**config.mk**
```make
export PLATFORM = sky130hd
export DESIGN_NAME = muldiv_seq
export DESIGN_NICKNAME = d
export VERILOG_FILES = /design/src/rtl/muldiv_seq.sv
export SDC_FILE = /design/constraint.sdc
export NUM_CORES = 1
export LEC_CHECK = 0
export ABC_AREA = 1
export BUFFER_PORTS_ARGS = -buffer_cell sky130_fd_sc_hd__buf_2
export CAP_MARGIN = 20
export CELL_PAD_IN_SITES_DETAIL_PLACEMENT = 1
export CELL_PAD_IN_SITES_GLOBAL_PLACEMENT = 2
export CORE_MARGIN = 1.5
export CORE_UTILIZATION = 28
export CTS_CLUSTER_DIAMETER = 80
export DETAILED_ROUTE_END_ITERATION = 12
export HOLD_SLACK_MARGIN = 0.02
export PLACE_DENSITY_LB_ADDON = 0.1
export SLEW_MARGIN = 40
export SYNTH_ARGS = -nofsm -noshare
export SYNTH_HDL_FRONTEND = slang
export SYNTH_HIERARCHICAL = 1
export SYNTH_SLANG_ARGS = --single-unit
```
**constraint.sdc**
```tcl
create_clock -name clk -period 3.4 [get_ports clk]
set_input_delay 0 -clock clk [delete_from_list [all_inputs] [get_ports clk]]
set_output_delay 0 -clock clk [all_outputs]
set_load 0.05 [all_outputs]
```
**src/rtl/muldiv_seq.sv**
```systemverilog
// Sequential MIPS HI/LO unit for MULT/MULTU/DIV/DIVU. It uses one shared 32-bit adder
// and takes 36 cycles from the accept cycle to the done pulse, whatever the operands.
module add_sub_32b (
  input  logic [31:0] x,
  input  logic [31:0] y,
  input  logic        c_in,
  output logic [31:0] sum
);
  assign sum = x + y + {31'd0, c_in};
endmodule

// state | meaning
// IDLE  | waiting; on start latch op/b and |src_a| (negated through the adder)
// PREP  | replace a negative signed divisor/multiplier with its magnitude
// CALC  | ITER shift-add (MULT) or restoring-subtract (DIV) iterations
// FIX1  | signed fixup of LO (product low half / quotient)
// FIX2  | signed fixup of HI (product high half / remainder)
// DONE  | done pulse; hi/lo valid
module muldiv_seq #(
  parameter int ITER = 32
) (
  input  logic        clk,
  input  logic        rst_n,
  input  logic        start,
  input  logic [1:0]  op,
  input  logic [31:0] src_a,
  input  logic [31:0] src_b,
  output logic        busy,
  output logic        done,
  output logic [31:0] hi,
  output logic [31:0] lo,
  output logic        div_by_zero
);
  localparam int CW = $clog2(ITER);

  typedef enum logic [2:0] {IDLE, PREP, CALC, FIX1, FIX2, DONE} state_t;
  state_t state, state_nxt;

  logic [1:0]    op_q;
  logic [31:0]   a_q, b_q;
  logic          neg_q, neg_r, b_zero, lo_zero;
  logic [CW-1:0] cnt;

  logic          is_signed, is_div, first;
  logic [31:0]   hi_cur, lo_cur, hs, msum;
  logic          hs_top, qbit, mbit;
  logic [31:0]   add_x, add_y, add_sum;
  logic          add_cin, carry;

  assign is_signed = ~op_q[0];
  assign is_div    = op_q[1];

  // The first CALC iteration works on the initial {0, operand} pair, so hi/lo
  // keep the previous result until real iterations begin.
  assign first  = (cnt == CW'(ITER - 1));
  assign hi_cur = first ? 32'd0 : hi;
  assign lo_cur = first ? (is_div ? a_q : b_q) : lo;
  assign hs_top = hi_cur[31];
  assign hs     = {hi_cur[30:0], lo_cur[31]};

  always_comb begin
    add_x   = 32'd0;
    add_y   = 32'd0;
    add_cin = 1'b0;
    case (state)
      IDLE: begin
        add_y   = ~src_a;
        add_cin = 1'b1;
      end
      PREP: begin
        add_y   = ~b_q;
        add_cin = 1'b1;
      end
      CALC: begin
        if (is_div) begin
          add_x   = hs;
          add_y   = ~b_q;
          add_cin = 1'b1;
        end else begin
          add_x = hi_cur;
          add_y = a_q;
        end
      end
      FIX1: begin
        add_y   = ~lo;
        add_cin = 1'b1;
      end
      FIX2: begin
        if (is_div) begin
          add_y   = ~hi;
          add_cin = 1'b1;
        end else begin
          add_x   = ~hi;
          add_cin = lo_zero;
        end
      end
      default: ;
    endcase
  end

  add_sub_32b u_add (
    .x    (add_x),
    .y    (add_y),
    .c_in (add_cin),
    .sum  (add_sum)
  );

  assign carry = (add_x[31] & add_y[31]) | ((add_x[31] ^ add_y[31]) & ~add_sum[31]);
  assign qbit  = hs_top | carry;
  assign mbit  = lo_cur[0] & carry;
  assign msum  = lo_cur[0] ? add_sum : hi_cur;

  assign busy = (state != IDLE) && (state != DONE);
  assign done = (state == DONE);

  always_ff @(posedge clk) begin
    if (!rst_n) state <= IDLE;
    else        state <= state_nxt;
  end

  always_comb begin
    state_nxt = state;
    case (state)
      IDLE:    if (start) state_nxt = PREP;
      PREP:    state_nxt = CALC;
      CALC:    if (cnt == '0) state_nxt = FIX1;
      FIX1:    state_nxt = FIX2;
      FIX2:    state_nxt = DONE;
      DONE:    state_nxt = IDLE;
      default: state_nxt = IDLE;
    endcase
  end

  always_ff @(posedge clk) begin
    if (!rst_n) begin
      op_q        <= 2'd0;
      a_q         <= 32'd0;
      b_q         <= 32'd0;
      neg_q       <= 1'b0;
      neg_r       <= 1'b0;
      b_zero      <= 1'b0;
      lo_zero     <= 1'b0;
      cnt         <= '0;
      hi          <= 32'd0;
      lo          <= 32'd0;
      div_by_zero <= 1'b0;
    end else begin
      case (state)
        IDLE: if (start) begin
          op_q        <= op;
          a_q         <= (~op[0] & src_a[31]) ? add_sum : src_a;
          b_q         <= src_b;
          neg_q       <= ~op[0] & (src_a[31] ^ src_b[31]);
          neg_r       <= ~op[0] & src_a[31];
          div_by_zero <= 1'b0;
        end
        PREP: begin
          if (is_signed & b_q[31]) b_q <= add_sum;
          b_zero <= (b_q == 32'd0);
          cnt    <= CW'(ITER - 1);
        end
        CALC: begin
          cnt <= cnt - 1'b1;
          if (is_div) begin
            hi <= qbit ? add_sum : hs;
            lo <= {lo_cur[30:0], qbit};
          end else begin
            hi <= {mbit, msum[31:1]};
            lo <= {msum[0], lo_cur[31:1]};
          end
        end
        FIX1: begin
          lo_zero <= (lo == 32'd0);
          if (is_signed & neg_q & ~(is_div & b_zero)) lo <= add_sum;
        end
        FIX2: begin
          // A zero divisor leaves |a| in HI; restoring the sign returns src_a unchanged.
          if (is_signed & (is_div ? neg_r : neg_q)) hi <= add_sum;
          div_by_zero <= is_div & b_zero;
        end
        default: ;
      endcase
    end
  end
endmodule
```
==> Word-level counts from Yosys, hierarchy flattened <==
Cells that the tools add are included.
{ "word_totals": {"reg_bits": 143, "inputBits": 69, "output_inout_bits": 67, "word_cells": 98} }
{ "op_classes": {"add_sub_neg": 3, "n_eq_ne": 12, "n_mux": 31, "bitwise_logic": 22, "reduce_logical": 18} }
{ "op_table": {"columns": ["operator", "n"], "rows": [
  ["32-bit two-way mux", 16],
  ["32-bit case mux with 2 select lines", 4],
  ["32-bit case mux with 5 select lines", 1],
  ["32-bit NOT", 4],
  ["32-bit logical NOT", 2],
  ["32-bit by 1-bit adder with 32-bit output", 1],
  ["32-bit adder", 1],
  ["3-bit case mux with 5 select lines", 1],
  ["1-bit AND", 10],
  ["2-bit != test (second input constant)", 5],
  ["5-bit case mux with 2 select lines", 1],
  ["2-bit AND reduction", 5],
  ["2-bit nonzero test", 5],
  ["3-bit by 2-bit equality test with 1-bit output (second input constant)", 2],
  ["3-bit equality test (second input constant)", 2],
  ["3-bit two-way mux", 2],
  ["5-bit equality test (second input constant)", 1],
  ["5-bit logical NOT", 1],
  ["5-bit by 1-bit subtractor with 5-bit output (second input constant)", 1],
  ["1-bit two-way mux", 4],
  ["1-bit NOT", 4],
  ["3-bit by 1-bit equality test with 1-bit output (second input constant)", 1],
  ["3-bit logical NOT", 1],
  ["3-bit != test (second input constant)", 1],
  ["8 further kinds", 10]
]} }

==> Depth between registers and ports, before layout <==
{ "logic_depth": {"depth_word": 13, "mapped_depth": 31, "mapped_depth_nobuf": 29} }

==> Modules after synthesis <==
Netlist, hierarchy kept.
{ "modules_own_cells": {"columns": ["module", "n_inst", "cells_per_inst", "area_per_inst_um2", "seq_area_each_um2"], "rows": [
  ["muldiv_seq", 1, 1844, 10542.6, 2862.7],
  ["add_sub_32b", 1, 494, 2411.1, 0.0]
]} }

==> Worst setup path before layout <==
No wires, ideal clock.
{ "synth_timing": {"path_kind": "register to register", "start": "register cnt[0]", "end": "register hi[10]", "setup_ns": 0.132, "t_arrival_ns": 3.566, "required_time_ns": 3.268, "setup_slack_ns": -0.299, "path_stages_with_launch": 29, "path_buffers": 4, "synth_period_minus_slack_ns": 3.699, "cell_sequence": "dfxtp_1 -> ha_1 -> nand2_1 -> inv_1 -> nand2_1 -> buf_2 -> buf_2 -> buf_2 -> nand4_1 -> o21ai_0 -> ha_1 -> or2_1 -> nand3_1 -> nand2_2 -> nand2_2 -> nand2_4 -> nand2_2 -> nand3_1 -> nand2_1 -> inv_1 -> a21oi_1 -> inv_1 -> nor2_1 -> buf_2 -> nand3_1 -> nand2_1 -> nand2_1 -> nand2_1 -> a21oi_1"} }
{ "synth_between": {"elab_chain_cells": 13, "elab_cells_between_ends": 18, "classes_between": "2 x add/sub; 1 x eq/ne; 9 x mux; 6 x bitwise"} }
{ "synth_rtl": {"columns": ["element", "line_no", "source"], "rows": [
  ["from (decl)", "42", "logic [CW-1:0] cnt;"],
  ["from (signal assigned)", "160", "cnt <= CW'(ITER - 1);"],
  ["from (signal assigned)", "163", "cnt <= cnt - 1'b1;"],
  ["5-bit equality test", "55", "assign first = (cnt == CW'(ITER - 1));"],
  ["32-bit two-way mux", "56", "assign hi_cur = first ? 32'd0 : hi;"],
  ["32-bit two-way mux", "75", "if (is_div) begin"],
  ["32-bit case mux with 2 select lines", "65", "case (state)"],
  ["via add_x[2]", "47", "logic [31:0] add_x, add_y, add_sum;"],
  ["32-bit adder", "9", "assign sum = x + y + {31'd0, c_in};"],
  ["32-bit by 1-bit adder with 32-bit output", "9", null],
  ["via add_sum[31]", "47", null],
  ["1-bit NOT", "108", "assign carry = (add_x[31] & add_y[31]) | ((add_x[31] ^ add_y[31]) & ~add_sum[31]);"],
  ["1-bit AND", "108", null],
  ["1-bit OR", "108", null],
  ["1-bit OR", "109", "assign qbit = hs_top | carry;"],
  ["32-bit two-way mux", "165", "hi <= qbit ? add_sum : hs;"],
  ["32-bit two-way mux", "164", "if (is_div) begin"],
  ["32-bit case mux with 2 select lines", "148", "case (state)"],
  ["to (signal assigned)", "165", null],
  ["to (signal assigned)", "168", "hi <= {mbit, msum[31:1]};"],
  ["to (signal assigned)", "178", "if (is_signed & (is_div ? neg_r : neg_q)) hi <= add_sum;"],
  ["to (decl)", "30", "output logic [31:0] hi,"]
]} }
The timed path passes the listed nets, and every way through them passes these cells. The select of a mux whose other input is x is not followed.
A chain may end at the register's enable or synchronous reset.

==> Final worst setup path <==
{ "layout_timing": {"start": "register state[2]", "end": "register hi[25]"} }
{ "layout_between": {"elab_chain_cells": 11, "elab_cells_between_ends": 25, "classes_between": "2 x add/sub; 5 x eq/ne; 8 x mux; 6 x bitwise; 4 x reduce/logical"} }
{ "layout_rtl": {"columns": ["element", "line_no", "source"], "rows": [
  ["from (decl)", "37", "state_t state, state_nxt;"],
  ["from (signal assigned)", "118", "else state <= state_nxt;"],
  ["3-bit equality test, or another cell as far along", "65", null],
  ["32-bit case mux with 5 select lines (*)", "65", null],
  ["via add_y[9]", "47", null],
  ["32-bit adder (*)", "9", null],
  ["32-bit by 1-bit adder with 32-bit output (*)", "9", null],
  ["via add_sum[31]", "47", null],
  ["1-bit NOT (*)", "108", null],
  ["1-bit AND (*)", "108", null],
  ["1-bit OR (*)", "108", null],
  ["1-bit OR (*)", "109", null],
  ["32-bit two-way mux (*)", "165", null],
  ["32-bit two-way mux (*)", "164", null],
  ["32-bit case mux with 2 select lines (*)", "148", null]
]} }
Mark *: on every way through the listed nets, which the timed path passes. The rest lies on a longest branch. The select of a mux whose other input is x is not followed.

==> results.md <==
* Status: finished, violations left
* Failing checks: setup timing
* Worst-Margin Slew at 0.8282 ns
* Initial drt markers at 1383
* Critical path endpoint category: register
* Largest net degree at the start of global routing at 56
* Clock Sinks at 143
* H-tree levels at 4
* Clock transition at path regs at 0.07 ns
* Num CTS Buffers at 17
* Synth area leader: nand2_1
* Core Footprint at 0.04548 sq mm
* Number of port buffers at 135
* Total global routing overflow at 0
* Final Cycle Share at 117.8%
* Routed len/inst at 24.28 microns
* Cells after Synth at 2338
* Final setup violation count at 92
* CP Max Fanout at 8
* DRT antenna net count at 0
* Top cells by area, synth: nand2_1 (26%), dfxtp_1 (22%), inv_1 (8.7%), o21ai_0 (7.6%), a21oi_1 (6.5%)
* Clock Root Buffer: clkbuf_16
* Crit path DAT at 4.42 ns
* Starting Density at 28.48%
* Die footprint at 0.04756 sq mm
* RR Startpoint: state[2]
* Die Span X at 218.1 microns
* Mean post-synth cell area at 5.540 sq um
* Mapped cell area at 0.01295 sq mm
* WP data required at 3.82 ns
* Pre-Repair DR Iteration Count at 5
* Syn nets at 2443
* EDFF count, synth at 0
* RSZ-0062 raised after global routing: true
* Pleak at 10.78 nW
* Worst hold margin at 0.06881 ns
* Rows at 78
* Power Dens Cells at 761.8 mW/mm^2
* Hold Path Origin: rst_n
* Initial antenna violation count at 1
* Ports at 136
* Post-layout min period at 4.005 ns
* Worst setup margin at -0.6052 ns
* Max cap viols at 0
* Final HPWL DP at 63180 microns
* Via/cell ratio at 5.313
* Final hold vios at 0
* Hold/Removal Path Class: input port to register
* GPL Wtd Cong at 0.9667
* CP max stage cell: dfxtp_2
* CTS Buffer Depth at 2
* Share of the synthesized area in the top cell type at 25.56%
* Primary FF master, synth: dfxtp_1
* Seq/Total Area, Yosys at 22.10%
* Vias in the first global route at 19430
* Slowest stage delay, CP at 0.35 ns
* GRT Util Overall at 35.62%
* Total wire length at 86440 microns
* CP dominant cell by count: nand2_1
* Rel. slew slack at 44.79%
* CTS tree: yes
* VDD IR max at 616.4 uV
* Max Slew Vio Count at 0
* Worst Setup SP: state[2]
* Die height at 218.1 microns
* WS Path Type: register to register
* Max Fclk at 249.7 MHz
* Residual DRC at 0
* Design area at 0.02183 sq mm
* Diodes inserted at 0
* Yosys cell types at 46
* Setup Skew at 0.01056 ns
* Async set-reset flop share out of synthesis at 0%
* Later-pin clock latency in the skew report at 0.50 ns
* Nets@finish at 3052
* Layout cells sized above 1 at 35.98%
* Setup WS pre-CTS at -0.8538 ns
* Vias at 18920
* Pwr Total at 16.63 mW
* Placed cell area at 0.01760 sq mm
* Area Overhead vs Synth at 68.52%
* Critical path startpoint category: register
* First-pass GRT wire length at 124300 microns
* Synth Register Bits at 143
* Yosys warns at 6
==> cells in the mapped netlist, types with 17 or more instances <==
cell type	instances
nor2_1	97
nand3_1	116
dfxtp_1	143
o21ai_0	198
a31oi_1	69
nand2_1	882
buf_2	61
ha_1	34
clkbuf_1	56
o2111ai_1	25
a21oi_1	169
inv_1	301
buf_1	17
nand4_1	33
==> final cells by class <==
cell class,instances,area [sq um]
clock inverters,13,210.2
fillers,6037,23650
multi-input cells,1737,10100
well taps,600,750.7
flip-flops and latches,143,2875
inverters,318,1212
clock buffers,19,442.9
repair buffers,730,6242
==> per-stage QoR <==
step	std cells	TNS [ns]	util (%)
after floorplan	2338	0	-
after global placement	3393	-48.33	38.69
after detailed placement	3393	-54.90	38.69
after CTS	3541	-22.05	45.25
after global routing	3560	-45.64	48.00
final	3560	-28.67	48.00
==> registers in the layout (all words and copies together), names as in the netlist <==
name	flops
cnt	5
lo_zero	1
b_q	32
a_q	32
op_q	2
lo	32
state	3
neg_q	1
b_zero	1
neg_r	1
hi	32
div_by_zero	1
==> layer usage <==
metal  GRT usage (%)  wire, microns  vias to the layer above
li1                -              -                     8765
met1           43.16          35220                     9288
met2           59.85          40550                      651
met3           4.231           4663                      212
met4           22.32           6006                        0
met5               0              0                        -
==> cells in the final DEF (no fill, tap or decap), drive strengths merged <==
| master | count |
|---|---|
| nand2 | 899 |
| buf | 656 |
| inv | 318 |
| o21ai | 204 |
| a21oi | 171 |
| dfxtp | 143 |
| nand3 | 120 |
| nor2 | 104 |
| a31oi | 70 |
| dlygate4sd3 | 67 |
| ha | 34 |
| nand4 | 33 |
| o2111ai | 25 |
| clkbuf | 22 |
| xor2 | 14 |
| o211ai | 12 |
| nor3 | 7 |
| a22oi | 6 |
| nor4 | 6 |
| clkinv | 6 |
| bufinv | 5 |
| bufbuf | 4 |
| o221ai | 4 |
| o41ai | 4 |
| or2 | 4 |
| a32oi | 4 |
| xnor2 | 3 |
| o22ai | 3 |
| clkinvlp | 2 |
| o21bai | 2 |
| fa | 2 |
| a221oi | 2 |
| o32ai | 1 |
| a2111oi | 1 |
| a211oi | 1 |
| a21o | 1 |
==> power breakdown <==
group	switching [mW]	internal, mW	leakage [nW]
Sequential	0.284	2.03	1.18
Combinational	7.15	4.94	9.29
Clock	0.912	1.32	0.314
==> path summary, 6_finish.rpt <==
kind,endpoint,slack (ns),cells past startpoint
max,hi[25],-0.61,33
min,neg_q,0.07,3
max reg2reg,hi[25],-0.61,33
min reg2reg,neg_q,0.48,2
==> critical path: cells and delay by family, from the launching register on <==
family                     cells  cell delay, ns
and+or+nand+nor               13            1.19
DFF                            1            0.35
buffers and inverters         11            1.24
adders and majority gates      1            0.28
AOI/OAI and AO/OA              8            0.85
==> repair_timing <==
item                                    4_1_cts  5_1_grt
cloned                                        8        4
endpoints found under the setup margin      115      113
hold buffers                                 67        0
pin swaps                                   105      104
hold endpoints to repair                     68        0
resized for setup                           248      258
buffers inserted                             46       38
==> logic make-up (layout without fill, tap and decap cells) <==
logic type | Yosys count | count (layout) | share of synthesized area (%)
simple gates | 1172 | 1173 | 36.85
xor+xnor | 17 | 17 | 1.149
fa+ha+maj | 36 | 36 | 3.593
buf+inv | 459 | 1080 | 14.07
compound gates | 511 | 511 | 22.24
flops | 143 | 143 | 22.10
(Power assumes the default switching activity.)
